**src/rtl/regfile.sv**
```systemverilog
// 32 x RDATA_WIDTH integer register file: two bypassed read ports, one
// write port, a raw debug read port and a retired-writeback counter.
`ifndef RADDR_WIDTH
`define RADDR_WIDTH 5
`endif
`ifndef RDATA_WIDTH
`define RDATA_WIDTH 32
`endif
`ifndef WRITE_ENABLE
`define WRITE_ENABLE 1'b1
`endif
`ifndef WRITE_DISABLE
`define WRITE_DISABLE 1'b0
`endif
`ifndef ZERO_REG
`define ZERO_REG 5'd0
`endif
`ifndef ZERO
`define ZERO 32'h0000_0000
`endif

module regfile (
    input  logic                    clk_i,
    input  logic                    rst_i,
    input  logic [`RADDR_WIDTH-1:0] reg_waddr_i,
    input  logic                    reg_we_i,
    input  logic [`RDATA_WIDTH-1:0] reg_wdata_i,
    input  logic [`RADDR_WIDTH-1:0] reg1_raddr_i,
    input  logic [`RADDR_WIDTH-1:0] reg2_raddr_i,
    input  logic                    reg1_re_i,
    input  logic                    reg2_re_i,
    output logic [`RDATA_WIDTH-1:0] reg1_rdata_o,
    output logic [`RDATA_WIDTH-1:0] reg2_rdata_o,
    input  logic [`RADDR_WIDTH-1:0] dbg_raddr_i,
    output logic [`RDATA_WIDTH-1:0] dbg_rdata_o,
    output logic [31:0]             wb_count_o,
    input  logic                    wb_count_clr_i
);

    logic [`RDATA_WIDTH-1:0] regs [0:31];
    logic [31:0]             wb_count;
    logic                    wr_fire;

    // A write retires only when enabled and aimed at a real register.
    assign wr_fire = (reg_we_i == `WRITE_ENABLE) && (reg_waddr_i != `ZERO_REG);

    // x0 is cleared by reset and never written, so it stays zero.
    always_ff @(posedge clk_i or posedge rst_i) begin
        if (rst_i) begin
            for (int i = 0; i < 32; i++) begin
                regs[i] <= `ZERO;
            end
        end else if (wr_fire) begin
            regs[reg_waddr_i] <= reg_wdata_i;
        end
    end

    // Clear wins over a same-cycle increment; the add wraps naturally.
    always_ff @(posedge clk_i or posedge rst_i) begin
        if (rst_i) begin
            wb_count <= 32'd0;
        end else if (wb_count_clr_i) begin
            wb_count <= 32'd0;
        end else if (wr_fire) begin
            wb_count <= wb_count + 32'd1;
        end
    end

    assign wb_count_o = wb_count;

    // Write-first read: the in-flight writeback is forwarded to the decoder.
    function automatic logic [`RDATA_WIDTH-1:0] read_port(
        input logic                    rst,
        input logic                    re,
        input logic [`RADDR_WIDTH-1:0] raddr,
        input logic                    fire,
        input logic [`RADDR_WIDTH-1:0] waddr,
        input logic [`RDATA_WIDTH-1:0] wdata,
        input logic [`RDATA_WIDTH-1:0] stored
    );
        logic [`RDATA_WIDTH-1:0] result;
        result = `ZERO;
        if (!rst && re && (raddr != `ZERO_REG)) begin
            if (fire && (raddr == waddr)) begin
                result = wdata;
            end else begin
                result = stored;
            end
        end
        return result;
    endfunction

    always_comb begin
        reg1_rdata_o = read_port(rst_i, reg1_re_i, reg1_raddr_i, wr_fire,
                                 reg_waddr_i, reg_wdata_i, regs[reg1_raddr_i]);
        reg2_rdata_o = read_port(rst_i, reg2_re_i, reg2_raddr_i, wr_fire,
                                 reg_waddr_i, reg_wdata_i, regs[reg2_raddr_i]);
    end

    // Debug port sees committed state only, never the bypass.
    always_comb begin
        dbg_rdata_o = `ZERO;
        if (!rst_i && (dbg_raddr_i != `ZERO_REG)) begin
            dbg_rdata_o = regs[dbg_raddr_i];
        end
    end

endmodule
```
**config.mk**
```make
export PLATFORM = sky130hd
export DESIGN_NAME = regfile
export DESIGN_NICKNAME = d
export VERILOG_FILES = /design/src/rtl/regfile.sv
export SDC_FILE = /design/constraint.sdc
export NUM_CORES = 2
export LEC_CHECK = 0
export BUFFER_PORTS_ARGS = -buffer_cell sky130_fd_sc_hd__buf_2
export CORE_MARGIN = 2
export CORE_UTILIZATION = 52
export CTS_BUF_LIST = sky130_fd_sc_hd__clkbuf_16
export DETAILED_ROUTE_END_ITERATION = 6
export GPL_TIMING_DRIVEN = 0
export HOLD_SLACK_MARGIN = 0.12
export PLACE_DENSITY = 0.7
export SETUP_SLACK_MARGIN = 0.3
export SYNTH_ARGS = -nofsm -noshare
export SYNTH_HDL_FRONTEND = slang
export SYNTH_SLANG_ARGS = --single-unit
```
**constraint.sdc**
```tcl
create_clock -name clk_i -period 68.9 [get_ports clk_i]
set_clock_uncertainty 0.2 [all_clocks]
set_input_delay 17.225 -clock clk_i [delete_from_list [all_inputs] [get_ports clk_i]]
set_output_delay 17.225 -clock clk_i [all_outputs]
set_load 0.005 [all_outputs]
```
# After elaboration in Yosys (flattened, before gate mapping)
# Cells that the tools add are included.
[word_totals]
register_bits = 1056
word_cells = 79
input_bits = 58
output_inout_bits = 128
[classes]
bitwise = 4
mux = 19
n_eq_ne = 2
magnitude_cmp = 5
reduce_logical = 15
add_sub_neg = 1
[op_table]
columns = ["op", "n"]
rows = [
  ["1024-bit bitwise mux", 1],
  ["32-bit binary-select mux with 5-bit select", 3],
  ["32-bit two-way mux", 14],
  ["32-bit demux with 5-bit select", 1],
  ["32-bit by 1-bit adder with 32-bit output (second input constant)", 1],
  ["6-bit >= comparator (second input constant)", 4],
  ["5-bit NOT with 6-bit output", 4],
  ["5-bit nonzero test", 4],
  ["5-bit == test", 2],
  ["1-bit logical AND", 9],
  ["6-bit by 1-bit less-than comparator with 1-bit output (second input constant)", 1],
  ["2-bit nonzero test", 1],
  ["1-bit zero test", 1],
]

# Longest topological paths before layout
[depth]
ltp_word = 6
ltp_mapped = 10
ltp_nobuf = 5

# Worst setup path before layout
# No wires, ideal clock.
[synth_timing]
kind = "input -> output"
startpoint = "input port rst_i"
endpoint = "output port reg1_rdata_o[10]"
stages = 5
t_arrival_ns = 43.545
n_path_buf = 1
setup_slack_ns = 7.930
required_ns = 51.475
cell_sequence = "inv_1 > o311ai_0 > nor4_1 > clkbuf_1 > a22o_1"
[synth_between]
elab_chain_len = 4
[synth_lines]
columns = ["element", "line", "source"]
rows = [
  ["from (decl)", "24", "input logic rst_i,"],
  ["1-bit zero test", "83", "if (!rst && re && (raddr != `ZERO_REG)) begin"],
  ["1-bit logical AND (2 in a row)", "83", ""],
  ["32-bit two-way mux", "83", ""],
  ["to (decl)", "32", "output logic [`RDATA_WIDTH-1:0] reg1_rdata_o,"],
]
# No other way between the ends.

# Worst setup path after layout
[layout_timing]
startpoint = "input port rst_i"
endpoint = "output port reg1_rdata_o[7]"
# Same word-level chain as after synthesis.

==> flow_metrics.py <==
metrics = {
    "cts": {
        "clock-sinks": 1056,
        "clockBufferDepth": 3,
        "clk_latency_ps": 790,
        "clk_pin_slew_ps": 60,
        "hold_buffers": 0,
        "postCtsResizedCells": 0,
        "htreeDepth": 3,
        "cts_tree": "done",
        "cts_setup_buffers": 0,
        "cts_buffers": 121,
        "clockRootBuffer": "clkbuf_16",
    },
    "grt": {
        "track_usage_pct": 57.95,
        "grt_pass1_wl_um": 495700,
        "grt_max_degree": 133,
        "gr-total-overflow": 0,
        "antenna_found_initial": 69,
        "grt_pass1_vias": 53360,
    },
    "floorplan": {
        "die_x_um": 361.1,
        "die_h_um": 361.1,
        "core_um2": 127000,
        "row_count": 131,
        "io_pins": 186,
        "start_util_pct": 52.20,
        "die_area_um2": 130400,
    },
    "placed_design": {
        "port-buffer-count": 173,
        "hpwl_um": 268000,
        "dp_slack_ps": 28990,
        "dp.cells": 6890,
        "routabilityCongestion": 1.130,
    },
    "drt": {
        "routed_wl_um": 382900,
        "drc": 0,
        "ant_nets": 0,
        "routed_via_density": 8.147,
        "dr.pass1.iters": 7,
        "drtIter0Drc": 12100,
        "num_vias": 58300,
        "avgRoutedWirePerCell_um": 53.52,
    },
    "critical_path": {
        "crit_family": "buffers and inverters",
        "path_buf_inv": 8,
        "path_cells": "buf_2 > inv_8 > buf_16 > buf_16 > buf_16 > o311ai_0 > nor4_1 > clkbuf_1 > nand2_1 > o41ai_2 > buf_4 > buf_2",
        "slowest_stage": "nor4_1",
        "cp-end-kind": "primary output",
        "critical_path_class": "primary input to primary output",
        "worstPathMaxFanout": 110,
        "critPathMostFrequentCell": "buf_16",
        "cp.arrival_ps": 22650,
        "required_ps": 51480,
        "crit_path_start_kind": "primary input",
        "slowest_delay_ps": 1180,
    },
    "synth": {
        "synth_fp_nets": 5094,
        "netlist_area_um2": 66310,
        "syn_inst": 5035,
        "synth_seq_cells": 1056,
        "synth_edf_count": 0,
        "yosysSeqAreaShare_pct": 39.85,
        "yosysWarnings": 0,
        "netlist-cell-type-count": 59,
        "synth_flop_cell": "dfrtp_1",
        "async_reset_ff_share_pct": 100.0,
        "syn_area_per_cell_um2": 13.17,
    },
    "power": {
        "power_density_nw_per_um2": 28.26,
        "vdd_drop_max_mv": 0.02332,
        "p_leak_uw": 0.03169,
        "fin_total_pwr_uw": 2084,
    },
    "run_status": {
        "violations": "max-capacitance violations, max-slew violations",
        "status": "finished, violations left",
    },
    "timing": {
        "setup_violations": 0,
        "period_needed_ps": 40080,
        "relSlewSlack_pct": -17.25,
        "fmax_ghz": 0.02495,
        "timing.final.hold_violations": 0,
        "drv_slew": 488,
        "tightest_slew_ps": 1759,
        "fin_ws_ps": 28820,
        "rsz0062_at_grt": "no",
        "fin_crit_sh_pct": 58.17,
    },
    "min_path": {
        "hp-class": "register to register",
    },
    "run": {
        "drv_cap": 51,
    },
    "finish": {
        "postLayoutCoreUtil_pct": 58.06,
        "final_nets": 5415,
        "stdcell_count": 7155,
        "drive_gt1_share_pct": 41.68,
        "syn_to_final_growth_pct": 11.23,
    },
}
==> power by group <==
group          switching (uW)  internal, uW  leakage [uW]
logic                     308           278        0.0162
registers                 121           734        0.0136
clock network             297           346       0.00193
total                     726          1360        0.0317
==> cell type report <==
cell class | count | area, um^2
antenna | 39 | 97.59
clock inverter | 100 | 695.7
multi-input combinational | 3409 | 37530
sequential | 1056 | 26430
fill | 10480 | 53270
tap | 1662 | 2079
clock buffer | 121 | 3028
inverter | 9 | 41.29
timing repair buffer | 198 | 1395
buffer | 561 | 2470
==> registers in the layout (all words and copies together), names as in the netlist <==
| signal | flops |
|---|---|
| regs | 1024 |
| wb_count_o | 32 |
==> kinds of logic (layout without fill, tap and decap cells) <==
group	Yosys count	after routing	synth area share (%)
mux	2039	2039	43.85
flops	1056	1056	39.85
compound gates	840	840	8.449
buf+inv	570	989	3.617
simple gates	500	500	3.828
xor+xnor	29	29	0.3830
fa+ha+maj	1	1	0.01886
other cells	0	39	0
==> worst paths after layout <==
| kind | slack (ps) | endpoint | cells after the start | startpoint |
|---|---|---|---|---|
| worst max register to register | 66280 | wb_count_o[25] | 6 | wb_count_o[2] |
| max in group asynchronous | 49490 | regs[139] | 6 | rst_i |
| worst min-delay path | 310 | regs[1001] | 1 | regs[1001] |
| worst max-delay path | 28820 | reg1_rdata_o[7] | 12 | rst_i |
| min in group asynchronous | 16300 | wb_count_o[17] | 2 | rst_i |
| worst min register to register | 310 | regs[1001] | 1 | regs[1001] |
==> cell usage in the layout (no fill, tap or decap), types with 121 or more instances in the layout <==
master / Yosys / final
a21oi_1: 258 / 258
a22oi_1: 231 / 231
buf_2: 100 / 280
clkbuf_1: 363 / 289
clkbuf_16: 0 / 121
dfrtp_1: 1056 / 1056
mux2_2: 1107 / 1107
mux2i_1: 328 / 328
mux4_2: 580 / 580
nor2_1: 205 / 202
==> cell usage after synthesis, types with 43 or more instances <==
cell type	n	area share, %
nand2_1	43	0.24
a22o_1	45	0.59
dfrtp_1	1056	40
a22oi_1	231	2.6
a21oi_1	258	1.9
mux2_2	1107	19
o21a_1	64	0.72
buf_1	71	0.40
mux4_2	580	20
nor2_1	205	1.2
nor2b_1	57	0.54
buf_2	100	0.75
o21ai_0	79	0.60
clkbuf_1	363	2.1
mux2i_1	328	5.0
==> through the flow <==
stage | cell area [um^2] | setup TNS, ps | hold slack [ps]
final | 73760 | 0 | 310.3
after global routing | 73680 | 0 | 317.0
after CTS | 73570 | 0 | 304.4
after detailed placement | 69850 | 0 | 292.7
after global placement | 69260 | -404490 | 277.6
after floorplan | 66310 | 0 | 261.8
==> metal layers <==
layer  wire, um  GRT usage [%]  part of all wire (%)  up-vias
met2     143700          73.45                    38     6139
met4      38440          44.64                    10       70
met3      69480          36.24                    18     1824
li1           -              -                     -    20370
met1     130300          69.08                    34    29890
met5        995          5.216                  0.26        -
Note: power is estimated with default switching activity, not from simulation.
